==> src/rtl/reg_file_hilo_cp0_if.sv <==
// Writeback/decode-facing bus of the architectural register store:
// unified register write, HI/LO write, two read ports, HI/LO and timer outputs.
interface reg_file_hilo_cp0_if #(
    parameter int WIDTH = 32
);
    logic               RegWriteW;
    logic [6:0]         WritetoRFaddr;
    logic [WIDTH-1:0]   WritetoRFdata;
    logic               HI_LO_writeenable;
    logic [2*WIDTH-1:0] WriteinRF_HI_LO_data;
    logic [6:0]         ReadAddr1;
    logic [6:0]         ReadAddr2;
    logic [WIDTH-1:0]   ReadData1;
    logic [WIDTH-1:0]   ReadData2;
    logic [WIDTH-1:0]   HI_out;
    logic [WIDTH-1:0]   LO_out;
    logic               timer_int;

    modport master (
        output RegWriteW, WritetoRFaddr, WritetoRFdata,
        output HI_LO_writeenable, WriteinRF_HI_LO_data,
        output ReadAddr1, ReadAddr2,
        input  ReadData1, ReadData2, HI_out, LO_out, timer_int
    );

    modport slave (
        input  RegWriteW, WritetoRFaddr, WritetoRFdata,
        input  HI_LO_writeenable, WriteinRF_HI_LO_data,
        input  ReadAddr1, ReadAddr2,
        output ReadData1, ReadData2, HI_out, LO_out, timer_int
    );
endinterface

==> src/rtl/reg_file_hilo_cp0.sv <==
// Architectural state store: 32 GPRs, HI/LO, 32-entry CP0 bank with the
// Count/Compare timer, and write-through combinational read ports.
module reg_file_hilo_cp0 #(
    parameter int WIDTH = 32
) (
    input logic               clk,
    input logic               rst,
    reg_file_hilo_cp0_if.slave bus
);

    localparam logic [4:0] COUNT_IDX   = 5'd9;
    localparam logic [4:0] COMPARE_IDX = 5'd11;

    logic [WIDTH-1:0] gpr [32];
    logic [WIDTH-1:0] cp0 [32];
    logic [WIDTH-1:0] hi;
    logic [WIDTH-1:0] lo;
    logic             phase;
    logic             timer_int;

    logic wr_gpr;
    logic wr_cp0;
    logic wr_compare;

    // Address regions: 7'h00-1F GPR, 7'h40-5F CP0, everything else unmapped.
    function automatic logic is_gpr(input logic [6:0] addr);
        return addr[6:5] == 2'b00;
    endfunction

    function automatic logic is_cp0(input logic [6:0] addr);
        return addr[6:5] == 2'b10;
    endfunction

    function automatic logic is_writable(input logic [6:0] addr);
        return (is_gpr(addr) && addr[4:0] != 5'd0) || is_cp0(addr);
    endfunction

    assign wr_gpr     = bus.RegWriteW && is_gpr(bus.WritetoRFaddr) && bus.WritetoRFaddr[4:0] != 5'd0;
    assign wr_cp0     = bus.RegWriteW && is_cp0(bus.WritetoRFaddr);
    assign wr_compare = wr_cp0 && bus.WritetoRFaddr[4:0] == COMPARE_IDX;

    // A software write to Count is issued after the increment so it wins that edge.
    always_ff @(posedge clk or posedge rst) begin
        if (rst) begin
            for (int i = 0; i < 32; i++) begin
                gpr[i] <= '0;
                cp0[i] <= '0;
            end
            hi        <= '0;
            lo        <= '0;
            phase     <= 1'b0;
            timer_int <= 1'b0;
        end else begin
            phase <= ~phase;
            if (phase)
                cp0[COUNT_IDX] <= cp0[COUNT_IDX] + 1'b1;
            if (wr_gpr)
                gpr[bus.WritetoRFaddr[4:0]] <= bus.WritetoRFdata;
            if (wr_cp0)
                cp0[bus.WritetoRFaddr[4:0]] <= bus.WritetoRFdata;
            if (wr_compare)
                timer_int <= 1'b0;
            else if (cp0[COUNT_IDX] == cp0[COMPARE_IDX])
                timer_int <= 1'b1;
            if (bus.HI_LO_writeenable) begin
                hi <= bus.WriteinRF_HI_LO_data[2*WIDTH-1:WIDTH];
                lo <= bus.WriteinRF_HI_LO_data[WIDTH-1:0];
            end
        end
    end

    function automatic logic [WIDTH-1:0] read_port(input logic [6:0] addr);
        logic [WIDTH-1:0] value;
        value = '0;
        if (!rst) begin
            if (bus.RegWriteW && addr == bus.WritetoRFaddr && is_writable(addr))
                value = bus.WritetoRFdata;
            else if (is_gpr(addr))
                value = gpr[addr[4:0]];
            else if (is_cp0(addr))
                value = cp0[addr[4:0]];
        end
        return value;
    endfunction

    // Write-through is suppressed while reset is held so everything reads zero.
    always_comb begin
        bus.ReadData1 = read_port(bus.ReadAddr1);
        bus.ReadData2 = read_port(bus.ReadAddr2);
        bus.HI_out    = hi;
        bus.LO_out    = lo;
        if (rst) begin
            bus.HI_out = '0;
            bus.LO_out = '0;
        end else if (bus.HI_LO_writeenable) begin
            bus.HI_out = bus.WriteinRF_HI_LO_data[2*WIDTH-1:WIDTH];
            bus.LO_out = bus.WriteinRF_HI_LO_data[WIDTH-1:0];
        end
    end

    assign bus.timer_int = timer_int;

endmodule

==> src/flat_wrapper.sv <==
// flat-port wrapper written by rule: the top's interface ports become plain ports
module reg_file_hilo_cp0_flat 
#(
    parameter int WIDTH = 32
)
  (clk, rst, bus_RegWriteW, bus_WritetoRFaddr, bus_WritetoRFdata, bus_HI_LO_writeenable, bus_WriteinRF_HI_LO_data, bus_ReadAddr1, bus_ReadAddr2, bus_ReadData1, bus_ReadData2, bus_HI_out, bus_LO_out, bus_timer_int);
  reg_file_hilo_cp0_if #(.WIDTH(WIDTH)) bus_i ();
  input logic clk;
  input logic rst;
  input wire logic [$bits(bus_i.RegWriteW)-1:0] bus_RegWriteW;
  input wire logic [$bits(bus_i.WritetoRFaddr)-1:0] bus_WritetoRFaddr;
  input wire logic [$bits(bus_i.WritetoRFdata)-1:0] bus_WritetoRFdata;
  input wire logic [$bits(bus_i.HI_LO_writeenable)-1:0] bus_HI_LO_writeenable;
  input wire logic [$bits(bus_i.WriteinRF_HI_LO_data)-1:0] bus_WriteinRF_HI_LO_data;
  input wire logic [$bits(bus_i.ReadAddr1)-1:0] bus_ReadAddr1;
  input wire logic [$bits(bus_i.ReadAddr2)-1:0] bus_ReadAddr2;
  output wire logic [$bits(bus_i.ReadData1)-1:0] bus_ReadData1;
  output wire logic [$bits(bus_i.ReadData2)-1:0] bus_ReadData2;
  output wire logic [$bits(bus_i.HI_out)-1:0] bus_HI_out;
  output wire logic [$bits(bus_i.LO_out)-1:0] bus_LO_out;
  output wire logic [$bits(bus_i.timer_int)-1:0] bus_timer_int;
  assign bus_i.RegWriteW = bus_RegWriteW;
  assign bus_i.WritetoRFaddr = bus_WritetoRFaddr;
  assign bus_i.WritetoRFdata = bus_WritetoRFdata;
  assign bus_i.HI_LO_writeenable = bus_HI_LO_writeenable;
  assign bus_i.WriteinRF_HI_LO_data = bus_WriteinRF_HI_LO_data;
  assign bus_i.ReadAddr1 = bus_ReadAddr1;
  assign bus_i.ReadAddr2 = bus_ReadAddr2;
  assign bus_ReadData1 = bus_i.ReadData1;
  assign bus_ReadData2 = bus_i.ReadData2;
  assign bus_HI_out = bus_i.HI_out;
  assign bus_LO_out = bus_i.LO_out;
  assign bus_timer_int = bus_i.timer_int;
  reg_file_hilo_cp0 #(.WIDTH(WIDTH)) u_core (.clk(clk), .rst(rst), .bus(bus_i));
endmodule
==> config.mk <==
export PLATFORM = sky130hd
export DESIGN_NAME = reg_file_hilo_cp0_flat
export DESIGN_NICKNAME = d
export VERILOG_FILES = /design/src/rtl/reg_file_hilo_cp0_if.sv /design/src/rtl/reg_file_hilo_cp0.sv /design/src/flat_wrapper.sv
export SDC_FILE = /design/constraint.sdc
export NUM_CORES = 2
export LEC_CHECK = 0
export CAP_MARGIN = 20
export CORE_ASPECT_RATIO = 1.25
export CORE_MARGIN = 5
export CORE_UTILIZATION = 30
export CTS_CLUSTER_DIAMETER = 80
export CTS_CLUSTER_SIZE = 28
export DETAILED_ROUTE_END_ITERATION = 10
export PLACE_DENSITY = 0.5
export SYNTH_ARGS = -nofsm -noshare
export SYNTH_HDL_FRONTEND = slang
export SYNTH_SLANG_ARGS = --single-unit
==> constraint.sdc <==
create_clock -name clk -period 94.1 [get_ports clk]
set_input_delay 14.115 -clock clk [delete_from_list [all_inputs] [get_ports clk]]
set_output_delay 14.115 -clock clk [all_outputs]
set_load 0.01 [all_outputs]
==> results of run 1 <==
synthesized netlist by cell type (all sizes together), types with 13 or more instances:
cell	number	share of area [%]
a211oi	39	0.26
a21oi	59	0.26
a22o	13	0.10
a22oi	319	2.1
a31oi	34	0.19
and2	82	0.45
and3	15	0.083
buf	477	2.2
clkbuf	387	1.3
dfrtp	2114	47
mux2	2076	21
mux2i	259	2.3
mux4	954	19
nand2	171	0.57
nand3	100	0.44
nand4	44	0.24
nor2	95	0.32
nor2b	27	0.15
nor3	23	0.12
nor4	17	0.11
o21ai	111	0.49
o22ai	27	0.15
xnor2	53	0.41
xor2	20	0.16
cells by family after synthesis:
family | count (synthesis)
multiplexers | 3289
flip-flops | 2114
buffers and inverters | 876
AO/OA/AOI/OAI | 675
AND/OR/NAND/NOR | 622
XOR/XNOR | 73
adder cells (fa/ha/maj) | 1
per-stage QoR:
step | cells | hold WS (ns)
2_1_floorplan | 7650 | 0.4413
3_5_place_dp | 12260 | 0.3836
5_1_grt | 12480 | 0.4226
3_3_place_gp | 12260 | 0.3765
4_1_cts | 12470 | 0.4070
per-layer routing:
| metal | track usage, % |
|---|---|
| met2 | 38.63 |
| met1 | 30.83 |
| met4 | 15.36 |
| met3 | 5.353 |
| met5 | 0 |
==> summary.md, run 1 <==
| Metric | Value |
|---|---|
| DP Worst Slack | 59.41 ns |
| Sink Count | 2114 |
| Synth Area in Compound Gates | 4.194% |
| Error msg | Error: net756 26 pin not visited #guides = 668 |
| Flops & latches, synth | 2114 |
| Sequential fraction of the synthesis area | 46.82% |
| Stage reached | 5_2_route |
| Cells after Synth | 7650 |
| GRT overflow | 0 |
| Post-Synth XOR/XNOR Area | 0.5659% |
| Vias in the first global route | 77.78k |
| Initial antenna violation count | 32 |
| Ys async rst share | 100.0% |
| # Post-CTS Setup Buffers | 0 |
| Syn nets | 7772 |
| Starting Density | 30.04% |
| Post-synthesis adder-cell area fraction | 0.01107% |
| CTS buffer count | 115 |
| GRT Total Usage | 24.55% |
| Main synth FF type | dfrtp_1 |
| Post-placement cell area | 0.1203 sq mm |
| Num rows | 252 |
| HPWL Detailed | 310300 um |
| I/O pins | 250 |
| I/O Buffers | 249 |
| CTS Hold Buffers Added | 0 |
| Max Buffers Root-to-Sink | 3 |
| H-tree Lvls | 3 |
| Largest net degree at the start of global routing | 175 |
| Status | aborted with a tool error |
| Die Ht | 696.1 um |
| Netlist cell types | 71 |
| Ys Warns | 0 |
| Main combinational cell family by area after synthesis | multiplexers |
| Post-CTS Resized | 0 |
| Post-synth EDFFs | 0 |
| Mapped Area | 0.1130 sq mm |
| Die Span X | 558.9 um |
| First-pass GRT wire length | 673100 um |
| Syn Area/Cell | 14.77 sq um |
| GP Congestion | 0.8905 |
| Post-synthesis mux area share | 42.00% |
| Post-synthesis simple-gate area fraction | 2.839% |
| Root buf cell | clkbuf_16 |
==> run 2, diff against run 1 <==
--- a/config.mk
+++ b/config.mk
@@ -6,13 +6,10 @@
 export NUM_CORES = 2
 export LEC_CHECK = 0
 export CAP_MARGIN = 20
-export CORE_ASPECT_RATIO = 1.25
 export CORE_MARGIN = 5
-export CORE_UTILIZATION = 30
-export CTS_CLUSTER_DIAMETER = 80
-export CTS_CLUSTER_SIZE = 28
+export CORE_UTILIZATION = 20
 export DETAILED_ROUTE_END_ITERATION = 10
-export PLACE_DENSITY = 0.5
+export PLACE_DENSITY_LB_ADDON = 0.15
 export SYNTH_ARGS = -nofsm -noshare
 export SYNTH_HDL_FRONTEND = slang
 export SYNTH_SLANG_ARGS = --single-unit
==> constraint.sdc (replaced) <==
create_clock -name clk -period 122.3 [get_ports clk]
set_input_delay 18.345 -clock clk [delete_from_list [all_inputs] [get_ports clk]]
set_output_delay 18.345 -clock clk [all_outputs]
set_load 0.01 [all_outputs]
==> summary.md, run 2 <==
| Metric | Value |
|---|---|
| Cells after Synth | 7650 (unchanged) |
| Main synth FF type | dfrtp_1 (unchanged) |
| Top Registers | u_core.cp0 (1024), u_core.gpr (1024) |
| GP Congestion | 0.8205 (was 0.8905) |
| H-tree Lvls | 5 (was 3) |
| Ys async rst share | 100.0% (unchanged) |
| First-pass GRT wire length | 754900 um (was 673100 um) |
| Fmax | 0.02347 GHz |
| Cells on worst reg2reg path | 6 |
| Clock period minus worst slack | 42.61 ns |
| Ys Warns | 0 (unchanged) |
| CTS tree | yes |
| Max_slew headroom | 1.095% |
| Final ANT Viol Nets | 0 |
| Yosys top cell area share | 46.82% (unchanged) |
| DP Worst Slack | 79.52 ns (was 59.41 ns) |
| Syn nets | 7772 (unchanged) |
| Post-CTS Resized | 0 (unchanged) |
| Die Ht | 761.6 um (was 696.1 um) |
| Area leader, netlist | dfrtp_1 (unchanged) |
| WL/cell | 36.49 um |
| Vias | 75.95k |
| Commonest non-fill, non-tap cells in the layout | 2114 x dfrtp_1, 2043 x mux2_2, 954 x mux4_2 |
| CTS clock-pin slew for the worst setup and hold paths | 0.05 ns |
| Max Cap Viol | 0 |
| Post-synth EDFFs | 0 (unchanged) |
| I/O Buffers | 249 (unchanged) |
| Root buf cell | clkbuf_16 (unchanged) |
| Setup TNS | 0 ns |
| Crit Path Max Fanout | 91 |
| Worst path arrival time | 24.27 ns |
| Largest net degree at the start of global routing | 190 (was 175) |
| I/O pins | 250 (unchanged) |
| Layout Nets | 7754 |
| Top-count cell post-synth | dfrtp_1 (unchanged) |
| Final Hold Slack | 0.3914 ns |
| Fin area | 0.1333 sq mm |
| Max Buffers Root-to-Sink | 4 (was 3) |
| Max-slew violation count | 0 |
| Drt pass-1 iters | 5 |
| Post-Route WL | 561000 um |
| Sink Count | 2114 (unchanged) |
| Core box area | 0.5639 sq mm |
| Fillers | 58.44k |
| DR iter-0 viols | 6887 |
| Mapped Area | 0.1130 sq mm (unchanged) |
| Synth top area cells | dfrtp_1 47%, mux2_2 20%, mux4_2 19% (unchanged) |
| Synth top cells by count | 2114 x dfrtp_1, 2043 x mux2_2, 954 x mux4_2 (unchanged) |
| RSZ-0062 raised after global routing | no |
| Fin util | 23.63% |
| Maximum VDD drop | 0.00001018 V |
| Status | finished clean (was aborted with a tool error) |
| Syn Area/Cell | 14.77 sq um (unchanged) |
| Power Density | 14.46 mW/mm^2 |
| Sequential fraction of the synthesis area | 46.82% (unchanged) |
| Detailed-route vias per instance | 4.940 |
| GRT Total Usage | 18.82% (was 24.55%) |
| Post-placement cell area | 0.1239 sq mm (was 0.1203 sq mm) |
| Finish-stage setup viols | 0 |
| WP data required | 103.96 ns |
| CP Capture Type | output pin |
| Internal | 1.382 mW |
| Skew final | 0.02909 ns |
| Leakage | 57.19 nW |
| Commonest non-fill, non-tap cell in the layout | dfrtp_1 |
| GRT overflow | 0 (unchanged) |
| Fraction of layout cells with a size suffix above 1 | 49.80% |
| Sw frac | 28.30% |
| Die area | 0.5801 sq mm |
| Starting Density | 20.04% (was 30.04%) |
| Logic pwr share | 14.1% |
| Final worst-path setup slack | 79.69 ns |
| Hold Crit Depth | 0 |
| Worst-Skew Late Latency | 0.94 ns |
| Fin crit share | 34.84% |
| HP Class | flop to flop |
| Clock share of power | 43.9% |
| Tightest Pin Transition | 1.484 ns |
| # Post-CTS Setup Buffers | 0 (unchanged) |
| CTS Hold Buffers Added | 0 (unchanged) |
| Crit path kind | input pin to output pin |
| Final Hold Fails | 0 |
| Netlist cell types | 71 (unchanged) |
| Initial antenna violation count | 64 (was 32) |
| CTS buffer count | 285 (was 115) |
| Flops & latches, synth | 2114 (unchanged) |
| Vias in the first global route | 78.89k (was 77.78k) |
| Die Span X | 761.6 um (was 558.9 um) |
| Reg power frac | 42.0% |
| DRC Markers | 0 |
| Net load switching power | 0.5455 mW |
| Worst setup SP type | input pin |
| HPWL Detailed | 359200 um (was 310300 um) |
| Num rows | 276 (was 252) |
| Layout area overhead | 17.94% |
run 2: cells by family after synthesis:
| logic type | count (synthesis) | share of synthesized area [%] |
|---|---|---|
| AOI/OAI and AO/OA | 675 | 4.194 |
| xor gates and xnor gates | 73 | 0.5659 |
| adders and majority gates | 1 | 0.01107 |
| buffers and inverters | 876 | 3.572 |
| DFF | 2114 | 46.82 |
| muxes | 3289 | 42.00 |
| and+or+nand+nor | 622 | 2.839 |
run 2: through the flow:
stage          cells  total power [mW]
3_3_place_gp   14830             1.087
4_1_cts        15340             1.953
3_5_place_dp   14850             1.093
2_1_floorplan   7650            0.9875
5_1_grt        15350             1.998
6_report       15380             1.927
run 2: final timing paths:
path	startpoint	endpoint	slack (ns)
min in group asynchronous	rst	u_core.cp0[159]	18.10
max in group asynchronous	rst	u_core.cp0[636]	99.36
setup / recovery	rst	bus_ReadData2[19]	79.69
hold / removal	u_core.gpr[1002]	u_core.gpr[1002]	0.39
hold reg to reg	u_core.gpr[1002]	u_core.gpr[1002]	0.39
setup reg to reg	u_core.cp0[710]	u_core.cp0[735]	119.38
run 2: cell type report:
cell class	count	area, sq um	area share, %
antenna	32	80.08	0.06009
clock buffer	419	8382	6.290
clock inverter	73	775.7	0.5821
inverter	12	57.56	0.04319
multi-input combinational	4660	56720	42.56
sequential	2114	52900	39.70
tap	7506	9392	7.048
timing repair buffer	559	4957	3.720
run 2: power by group through the flow:
stage,clock network [mW],logic (mW),registers [mW]
2_1_floorplan,0,0.182,0.806
5_1_grt,0.895,0.287,0.816
3_3_place_gp,0,0.270,0.817
3_5_place_dp,0,0.273,0.820
6_report,0.846,0.271,0.810
4_1_cts,0.871,0.274,0.808
run 2: critical path: stages:
cell	delay, ns
clkdlybuf4s50_1	0.41
buf_4	0.23
inv_8	0.52
buf_4	0.54
buf_4	0.56
buf_4	0.73
buf_4	0.87
buf_4	0.73
o21ai_0	0.18
a21oi_1	0.30
clkdlybuf4s50_1	0.61
run 2: metal layers:
| metal | vias up | part of all wire, % | global-route usage, % |
|---|---|---|---|
| met2 | 2744 | 46 | 29.50 |
| met1 | 42950 | 45 | 25.74 |
| met5 | - | 0.0071 | 0 |
| met3 | 704 | 5.8 | 3.604 |
| li1 | 29540 | - | - |
| met4 | 6 | 4.1 | 6.959 |
Power figures use the tool's default switching activity.
